## src/rtl/csi2_frame_ctrl.sv

```systemverilog
// Frame-level capture controller for the CSI-2 pixel-clock stream.
// Gates packets on FS/FE boundaries of one virtual channel and tracks line/frame counts.
module csi2_frame_ctrl #(
    parameter int unsigned VC         = 0,
    parameter int unsigned EXP_LINES  = 0,
    parameter int unsigned LINE_CNT_W = 16
) (
    input  logic                  px_clk_i,
    input  logic                  rst_i,
    input  logic                  capture_en_i,
    input  logic                  single_shot_i,
    input  logic [31:0]           s_tdata_i,
    input  logic [3:0]            s_tstrb_i,
    input  logic                  s_tlast_i,
    input  logic                  s_tvalid_i,
    output logic                  s_tready_o,
    output logic [31:0]           m_tdata_o,
    output logic [3:0]            m_tstrb_o,
    output logic                  m_tlast_o,
    output logic                  m_tvalid_o,
    input  logic                  m_tready_i,
    output logic                  frame_active_o,
    output logic                  armed_o,
    output logic [31:0]           frame_cnt_o,
    output logic [LINE_CNT_W-1:0] line_cnt_o,
    output logic [LINE_CNT_W-1:0] last_lines_o,
    output logic                  frame_err_o
);

    localparam logic [1:0]            VcSel    = 2'(VC);
    localparam logic [LINE_CNT_W-1:0] ExpLines = LINE_CNT_W'(EXP_LINES);
    localparam logic [LINE_CNT_W-1:0] LineOne  = LINE_CNT_W'(1);

    typedef enum logic [1:0] {StDisabled, StArmed, StCapture} state_e;

    state_e                state_q, state_d;
    logic                  sop_q, sop_d;
    logic                  pkt_pass_q, pkt_pass_d;
    logic                  shot_q, shot_d;
    logic                  frame_single_q, frame_single_d;
    logic [31:0]           frame_cnt_q, frame_cnt_d;
    logic [LINE_CNT_W-1:0] line_cnt_q, line_cnt_d;
    logic [LINE_CNT_W-1:0] last_lines_q, last_lines_d;
    logic                  frame_err_q, frame_err_d;

    logic [5:0] hdr_dt;
    logic       vc_match, is_fs, is_fe, is_long;
    logic       pass_hdr, pass, beat, hdr_beat, hdr_ours;

    always_comb begin
        hdr_dt   = s_tdata_i[5:0];
        vc_match = (s_tdata_i[7:6] == VcSel);
        is_fs    = (hdr_dt == 6'h00);
        is_fe    = (hdr_dt == 6'h01);
        is_long  = (hdr_dt >= 6'h10);
        pass_hdr = vc_match &&
                   ((state_q == StCapture) || ((state_q == StArmed) && is_fs));
        // Headers decide live; the rest of the packet follows the latched decision.
        pass       = sop_q ? pass_hdr : pkt_pass_q;
        s_tready_o = pass ? m_tready_i : 1'b1;
        m_tvalid_o = s_tvalid_i && pass;
        beat       = s_tvalid_i && s_tready_o;
        hdr_beat   = beat && sop_q;
        hdr_ours   = hdr_beat && vc_match;
    end

    assign m_tdata_o      = s_tdata_i;
    assign m_tstrb_o      = s_tstrb_i;
    assign m_tlast_o      = s_tlast_i;
    assign frame_active_o = (state_q == StCapture);
    assign armed_o        = (state_q == StArmed);
    assign frame_cnt_o    = frame_cnt_q;
    assign line_cnt_o     = line_cnt_q;
    assign last_lines_o   = last_lines_q;
    assign frame_err_o    = frame_err_q;

    always_comb begin
        state_d        = state_q;
        sop_d          = sop_q;
        pkt_pass_d     = pkt_pass_q;
        shot_d         = shot_q;
        frame_single_d = frame_single_q;
        frame_cnt_d    = frame_cnt_q;
        line_cnt_d     = line_cnt_q;
        last_lines_d   = last_lines_q;
        frame_err_d    = 1'b0;

        if (beat) begin
            sop_d = s_tlast_i;
            if (sop_q) begin
                pkt_pass_d = pass_hdr;
            end
        end
        if (single_shot_i) begin
            shot_d = 1'b1;
        end

        unique case (state_q)
            StDisabled: begin
                if (hdr_ours && is_fe) begin
                    frame_err_d = 1'b1;
                end
                if (capture_en_i || single_shot_i || shot_q) begin
                    state_d = StArmed;
                end
            end
            StArmed: begin
                if (hdr_ours && is_fs) begin
                    state_d        = StCapture;
                    line_cnt_d     = '0;
                    frame_single_d = shot_q || single_shot_i;
                    shot_d         = 1'b0;
                end else begin
                    if (hdr_ours && is_fe) begin
                        frame_err_d = 1'b1;
                    end
                    if (!capture_en_i && !shot_q && !single_shot_i) begin
                        state_d = StDisabled;
                    end
                end
            end
            StCapture: begin
                if (hdr_ours) begin
                    if (is_fe) begin
                        frame_cnt_d    = frame_cnt_q + 32'd1;
                        last_lines_d   = line_cnt_q;
                        frame_single_d = 1'b0;
                        if ((EXP_LINES != 0) && (line_cnt_q != ExpLines)) begin
                            frame_err_d = 1'b1;
                        end
                        // A pending single shot re-arms even with continuous capture off.
                        if ((capture_en_i && !frame_single_q) || shot_q || single_shot_i) begin
                            state_d = StArmed;
                        end else begin
                            state_d = StDisabled;
                        end
                    end else if (is_fs) begin
                        frame_err_d = 1'b1;
                        line_cnt_d  = '0;
                    end else if (is_long && (line_cnt_q != '1)) begin
                        line_cnt_d = line_cnt_q + LineOne;
                    end
                end
            end
            default: state_d = StDisabled;
        endcase
    end

    always_ff @(posedge px_clk_i) begin
        if (rst_i) begin
            state_q        <= StDisabled;
            sop_q          <= 1'b1;
            pkt_pass_q     <= 1'b0;
            shot_q         <= 1'b0;
            frame_single_q <= 1'b0;
            frame_cnt_q    <= '0;
            line_cnt_q     <= '0;
            last_lines_q   <= '0;
            frame_err_q    <= 1'b0;
        end else begin
            state_q        <= state_d;
            sop_q          <= sop_d;
            pkt_pass_q     <= pkt_pass_d;
            shot_q         <= shot_d;
            frame_single_q <= frame_single_d;
            frame_cnt_q    <= frame_cnt_d;
            line_cnt_q     <= line_cnt_d;
            last_lines_q   <= last_lines_d;
            frame_err_q    <= frame_err_d;
        end
    end

endmodule

```

## config.mk

```make
export PLATFORM = sky130hd
export DESIGN_NAME = csi2_frame_ctrl
export DESIGN_NICKNAME = d
export VERILOG_FILES = /design/src/rtl/csi2_frame_ctrl.sv
export SDC_FILE = /design/constraint.sdc
export NUM_CORES = 1
export LEC_CHECK = 0
export BUFFER_PORTS_ARGS = -buffer_cell sky130_fd_sc_hd__buf_2
export CORE_ASPECT_RATIO = 0.6
export CORE_MARGIN = 2
export CORE_UTILIZATION = 50
export DETAILED_ROUTE_END_ITERATION = 10
export PLACE_DENSITY = 0.83
export SLEW_MARGIN = 15
export SYNTH_ARGS = -nofsm -noshare
export SYNTH_HDL_FRONTEND = slang
export SYNTH_SLANG_ARGS = --single-unit
export TNS_END_PERCENT = 30
```

## constraint.sdc

```tcl
create_clock -name px_clk_i -period 3.3 [get_ports px_clk_i]
set_input_delay 0.33 -clock px_clk_i [delete_from_list [all_inputs] [get_ports px_clk_i]]
set_output_delay 0.33 -clock px_clk_i [all_outputs]
set_load 0.03 [all_outputs]
```

# == Yosys cells after proc, flatten, opt, wreduce, memory -nomap -nowiden ==
# Cells that the tools add are included.
# word_totals
regBits,71
input_bits,43
# classes
n_lt_le_gt_ge,1
reduce_logical,30
add_sub_neg,2
eq_ne,11
mux,28
# ops
cell,count
two-way mux 16 bit,5
"adder 32 x 1 -> 32 bit, second input constant",1
one-hot mux 16 bit (2 select lines),1
"adder 16 x 1 -> 16 bit, second input constant",1
"!= test 16 bit, second input constant",1
two-way mux 1 bit,14
logical AND 1 bit,12
two-way mux 2 bit,5
AND reduction 4 bit,2
"== test 6 x 1 -> 1 bit, second input constant",1
">= comparator 6 x 5 -> 1 bit, second input constant",1
logical NOT 6 bit,1
logical OR 1 bit,6
"!= test 2 x 1 -> 1 bit, second input constant",3
"!= test 3 x 1 -> 1 bit, second input constant",2
one-hot mux 2 bit (3 select lines),1
AND reduction 5 bit,1
logical NOT 1 bit,4
logical NOT 2 bit,2
"!= test 2 bit, second input constant",2
one-hot mux 1 bit (3 select lines),1
AND reduction 3 bit,1
"== test 2 x 1 -> 1 bit, second input constant",1
"== test 2 bit, second input constant",1
2 further kinds,2

# == Longest topological paths before layout ==
# logic_depth
word_depth,13
depth_mapped,7

# == Worst setup path before layout ==
# OpenSTA, ideal clock, no wires.
# synth_path
kind,reg-to-reg
start,register line_cnt_q[11] (netlist: line_cnt_o[11])
end,register line_cnt_q[2] (netlist: line_cnt_o[2])
stages_incl_launch_ff,7
setup_time_ps,124
arrival_time_ps,2061
slack_ps,1115
synth_period_minus_slack_ps,2185
n_path_buf,1
path_cell_list,dfxtp_1 > nand4_1 > a2111o_1 > o21ai_0 > clkbuf_1 > o21ai_0 > o21bai_1
# synth_between
elab_chain_cells,4
# synth_lines
element,line,rtl
"start, declared",42,"logic [LINE_CNT_W-1:0] line_cnt_q, line_cnt_d;"
"start signal, assigned",167,line_cnt_q <= line_cnt_d;
!= test 16 bit,140,end else if (is_long && (line_cnt_q != '1)) begin
logical AND 1 bit,140,
!= test 3 x 1 -> 1 bit (no line),--,
AND reduction 5 bit (no line),--,
# No other way between the ends.
# A chain may end at the register's enable or synchronous reset.

# == Worst setup path in the final report ==
# layout_path
start,register sop_q
end,register frame_cnt_q[27] (netlist: frame_cnt_o[27])
# layout_between
elab_chain_cells,6
# layout_lines
element,line,rtl
"start, declared",37,"logic sop_q, sop_d;"
"start signal, assigned",162,sop_q <= sop_d;
two-way mux 1 bit,--,
two-way mux 1 bit,60,s_tready_o = pass ? m_tready_i : 1'b1;
logical AND 1 bit,62,beat = s_tvalid_i && s_tready_o;
logical AND 1 bit *,63,hdr_beat = beat && sop_q;
logical AND 1 bit *,64,hdr_ours = hdr_beat && vc_match;
AND reduction 3 bit (no line) *,--,
"end signal, assigned",166,frame_cnt_q <= frame_cnt_d;
"end, declared",41,"logic [31:0] frame_cnt_q, frame_cnt_d;"
# Every way passes the cells marked *; elsewhere a longest branch is shown, timed or not.

==> out/qor.csv <==
stage,metric,value,unit
run_status,status,"complete, no violations",
clock_tree,# Post-CTS Setup Buffers,0,
timing,final period utilization,72.0,%
layout,area grow syn2layout,16.6,%
clock_tree,PostCTS Resize Cnt,0,
synthesis,synthesis warning total,0,
route,Routed WL per cell,15.7,µm
clock_tree,clock root cell,clkbuf_16,
global_routing,All-Layer GR Usage,23.8,%
timing,Rel. slew slack,45.4,%
synthesis,Synth Area per Inst,8.10,µm²
route,antenna-violating nets left,0,
place,PortBufs,92,
route,drt drc,0,
synthesis,largest cells by area after synthesis,"dfxtp_1 (40%), buf_4 (7.7%), nand2_1 (6.4%)",
route,number of detailed-route iterations in the first pass,5,
layout,Filler cells,601,
power_and_ir_drop,internal power,0.00162,W
power_and_ir_drop,Max VDD drop,0.283,mV
power_and_ir_drop,sequential cell fraction of total power,41.9,%
synthesis,#FFs+latches synth,71,
clock_tree,Worst-path clk slew,0.06,ns
flow_run,Max Cap Violations,0,
route,routed vias,3433,
synthesis,Syn Inst Count,444,
place,Place WS,0.580,ns
floorplan,Boundary Pins,149,
layout,layout cell share with drive strength beyond 1,23.0,%
layout,non-filler instance count after layout,587,
synthesis,synth cell count leaders,"dfxtp_1 (71), nand2_1 (61), a21oi_1 (37), buf_4 (37), o21ai_0 (24)",
worst_setup_path,CP startpoint kind,flip-flop,
place,gpl congestion,0.875,
global_routing,initial antenna violation count,0,
floorplan,placement row count,23,
synthesis,number of flops mapped to enable cells by yosys,0,
layout,fin util,61.5,%
timing,final hold vios,0,
power_and_ir_drop,leakage power,1.71,nW
timing,setup TNS,0,ns
power_and_ir_drop,Net Sw Frac,21.2,%
global_routing,first-pass GRT wire length,15.3,mm
place,Detail Placement HPWL,6.53,mm
timing,clk_skew,0.00717,ns
clock_tree,Worst-Skew Late Latency,0.33,ns
synthesis,"Cell Area, Synth",3600,µm²
route,Via-to-Cell Ratio,5.85,
layout,nets,540,
power_and_ir_drop,sw power,0.000435,W
timing,Final setup viols,0,
synthesis,largest area contributor in the synthesized netlist,dfxtp_1,
floorplan,Die ar.,7910,µm²
timing,Final min period,2.38,ns
synthesis,post-synth top area share,39.5,%
synthesis,Post-synth top flop,dfxtp_1,
hold_path,HP Class,in -> reg,
worst_setup_path,CP arrival,2.63,ns
power_and_ir_drop,Cell Pwr Density,490,nW/µm²
timing,RSZ-0062 raised after global routing,false,
global_routing,pin count of the biggest net entering global routing,41,
synthesis,register area share after synthesis,39.5,%
route,Iter 0 DRT Violations,369,
clock_tree,Post-CTS Hold Buffers,0,
timing,Worst-Margin Slew,0.814,ns
clock_tree,Clock Path Buffers,2,
synthesis,most common cell in the synthesized netlist,dfxtp_1,
global_routing,vias in the first global route,3035,
worst_setup_path,CP Capture Type,flip-flop,
floorplan,core area,6820,µm²
global_routing,overflow left after global routing,0,
timing,top achievable clock speed,421,MHz
place,dpl cells,571,
synthesis,Synth cell types,49,
clock_tree,clk sinks,71,
floorplan,Starting Density,52.7,%
power_and_ir_drop,Pwr Total,0.00206,W
floorplan,Die W,114,µm
timing,Final Max Slew Viols,0,
clock_tree,H-tree depth,3,
route,WL final,9.21,mm
power_and_ir_drop,part of the power in the clock network,54.5,%
layout,diode count,0,
worst_setup_path,crit path max fanout,12,
clock_tree,Inserted Clock Buffers,9,
power_and_ir_drop,Logic pwr share,3.5,%
synthesis,Synthesized Nets,489,
worst_setup_path,CP Class,reg -> reg,
clock_tree,TritonCTS clock tree,built,
synthesis,fraction of registers with async set/reset,0,%
timing,worst setup margin,0.924,ns
floorplan,die height,69.7,µm
worst_setup_path,"Req. time, crit path",3.55,ns
[power by group through the flow]
stage	Combinational, W	Sequential, W	Clock, W
floorplan	0.000116	0.000880	0
global placement	0.0000705	0.000881	0
detailed placement	0.0000720	0.000881	0
CTS	0.0000722	0.000862	0.00113
global route	0.0000784	0.000862	0.00118
finish	0.0000727	0.000863	0.00112
[worst paths after layout]
check | depth (start not counted) | slack (ns) | endpoint | startpoint
min reg2reg | 2 | 0.45 | last_lines_o[5] | last_lines_o[5]
max reg2reg | 6 | 0.92 | frame_cnt_o[27] | sop_q
max | 6 | 0.92 | frame_cnt_o[27] | sop_q
min | 2 | 0.33 | state_q[1] | s_tdata_i[0]
[routing by layer]
metal | wire (µm) | up-vias | part of all wire (%) | GRT usage [%]
li1 | - | 1658 | - | -
met1 | 4480 | 1588 | 49 | 34.7
met2 | 3750 | 173 | 41 | 33.1
met3 | 904 | 14 | 9.8 | 8.13
met4 | 78 | 0 | 0.85 | 6.78
met5 | 0 | - | 0 | 0
[flip-flops by register name, summed over array words and instances, names as in the netlist]
| signal | count |
|---|---|
| frame_single_q | 1 |
| sop_q | 1 |
| last_lines_o | 16 |
| frame_err_o | 1 |
| state_q | 2 |
| frame_cnt_o | 32 |
| line_cnt_o | 16 |
| shot_q | 1 |
| pkt_pass_q | 1 |
[cells in the final DEF, fill, tap and decap left out, types with 6 or more instances in the layout]
master	instances
inv_1	16
o211ai_1	6
nand4_1	18
a21oi_1	37
clkbuf_16	9
xor2_1	12
dfxtp_1	71
or4_1	6
buf_2	92
or3_1	14
nand3_1	15
nor2_1	21
o21ai_0	23
and2_1	6
and3_1	10
and4_1	7
nand2_1	61
[worst max-delay path, stage by stage, from the launching register on]
cell       delay, ns
dfxtp_1         0.39
nand4bb_1       0.30
nor4_4          0.36
buf_4           0.21
nand4_1         0.38
or3_1           0.49
a21oi_1         0.15
[per-stage QoR]
stage | area, µm² | hold slack, ns
after floorplan | 3600 | 0.427
after global placement | 3850 | 0.438
after detailed placement | 3850 | 0.446
after CTS | 4200 | 0.314
after global routing | 4200 | 0.321
final | 4200 | 0.327
[kinds of logic after synthesis]
logic type / count (synthesis) / share of synthesized area (%)
DFF: 71 / 39.5
AOI/OAI and AO/OA: 103 / 17.9
adders and majority gates: 2 / 0.696
buffers and inverters: 73 / 11.5
and+or+nand+nor: 179 / 26.4
xor gates and xnor gates: 14 / 3.41
muxes: 2 / 0.557
[area by class of cell]
cell class                 count  area, µm²  share of cell area [%]
clock inverter                 7        120                    2.86
multi-input combinational    300       1760                    42.0
inverter                      16       60.1                    1.43
timing repair buffer          97        498                    11.9
sequential                    71       1420                    33.9
tap                           87        109                    2.59
clock buffer                   9        225                    5.37
Note: power is estimated with default switching activity, not from simulation.
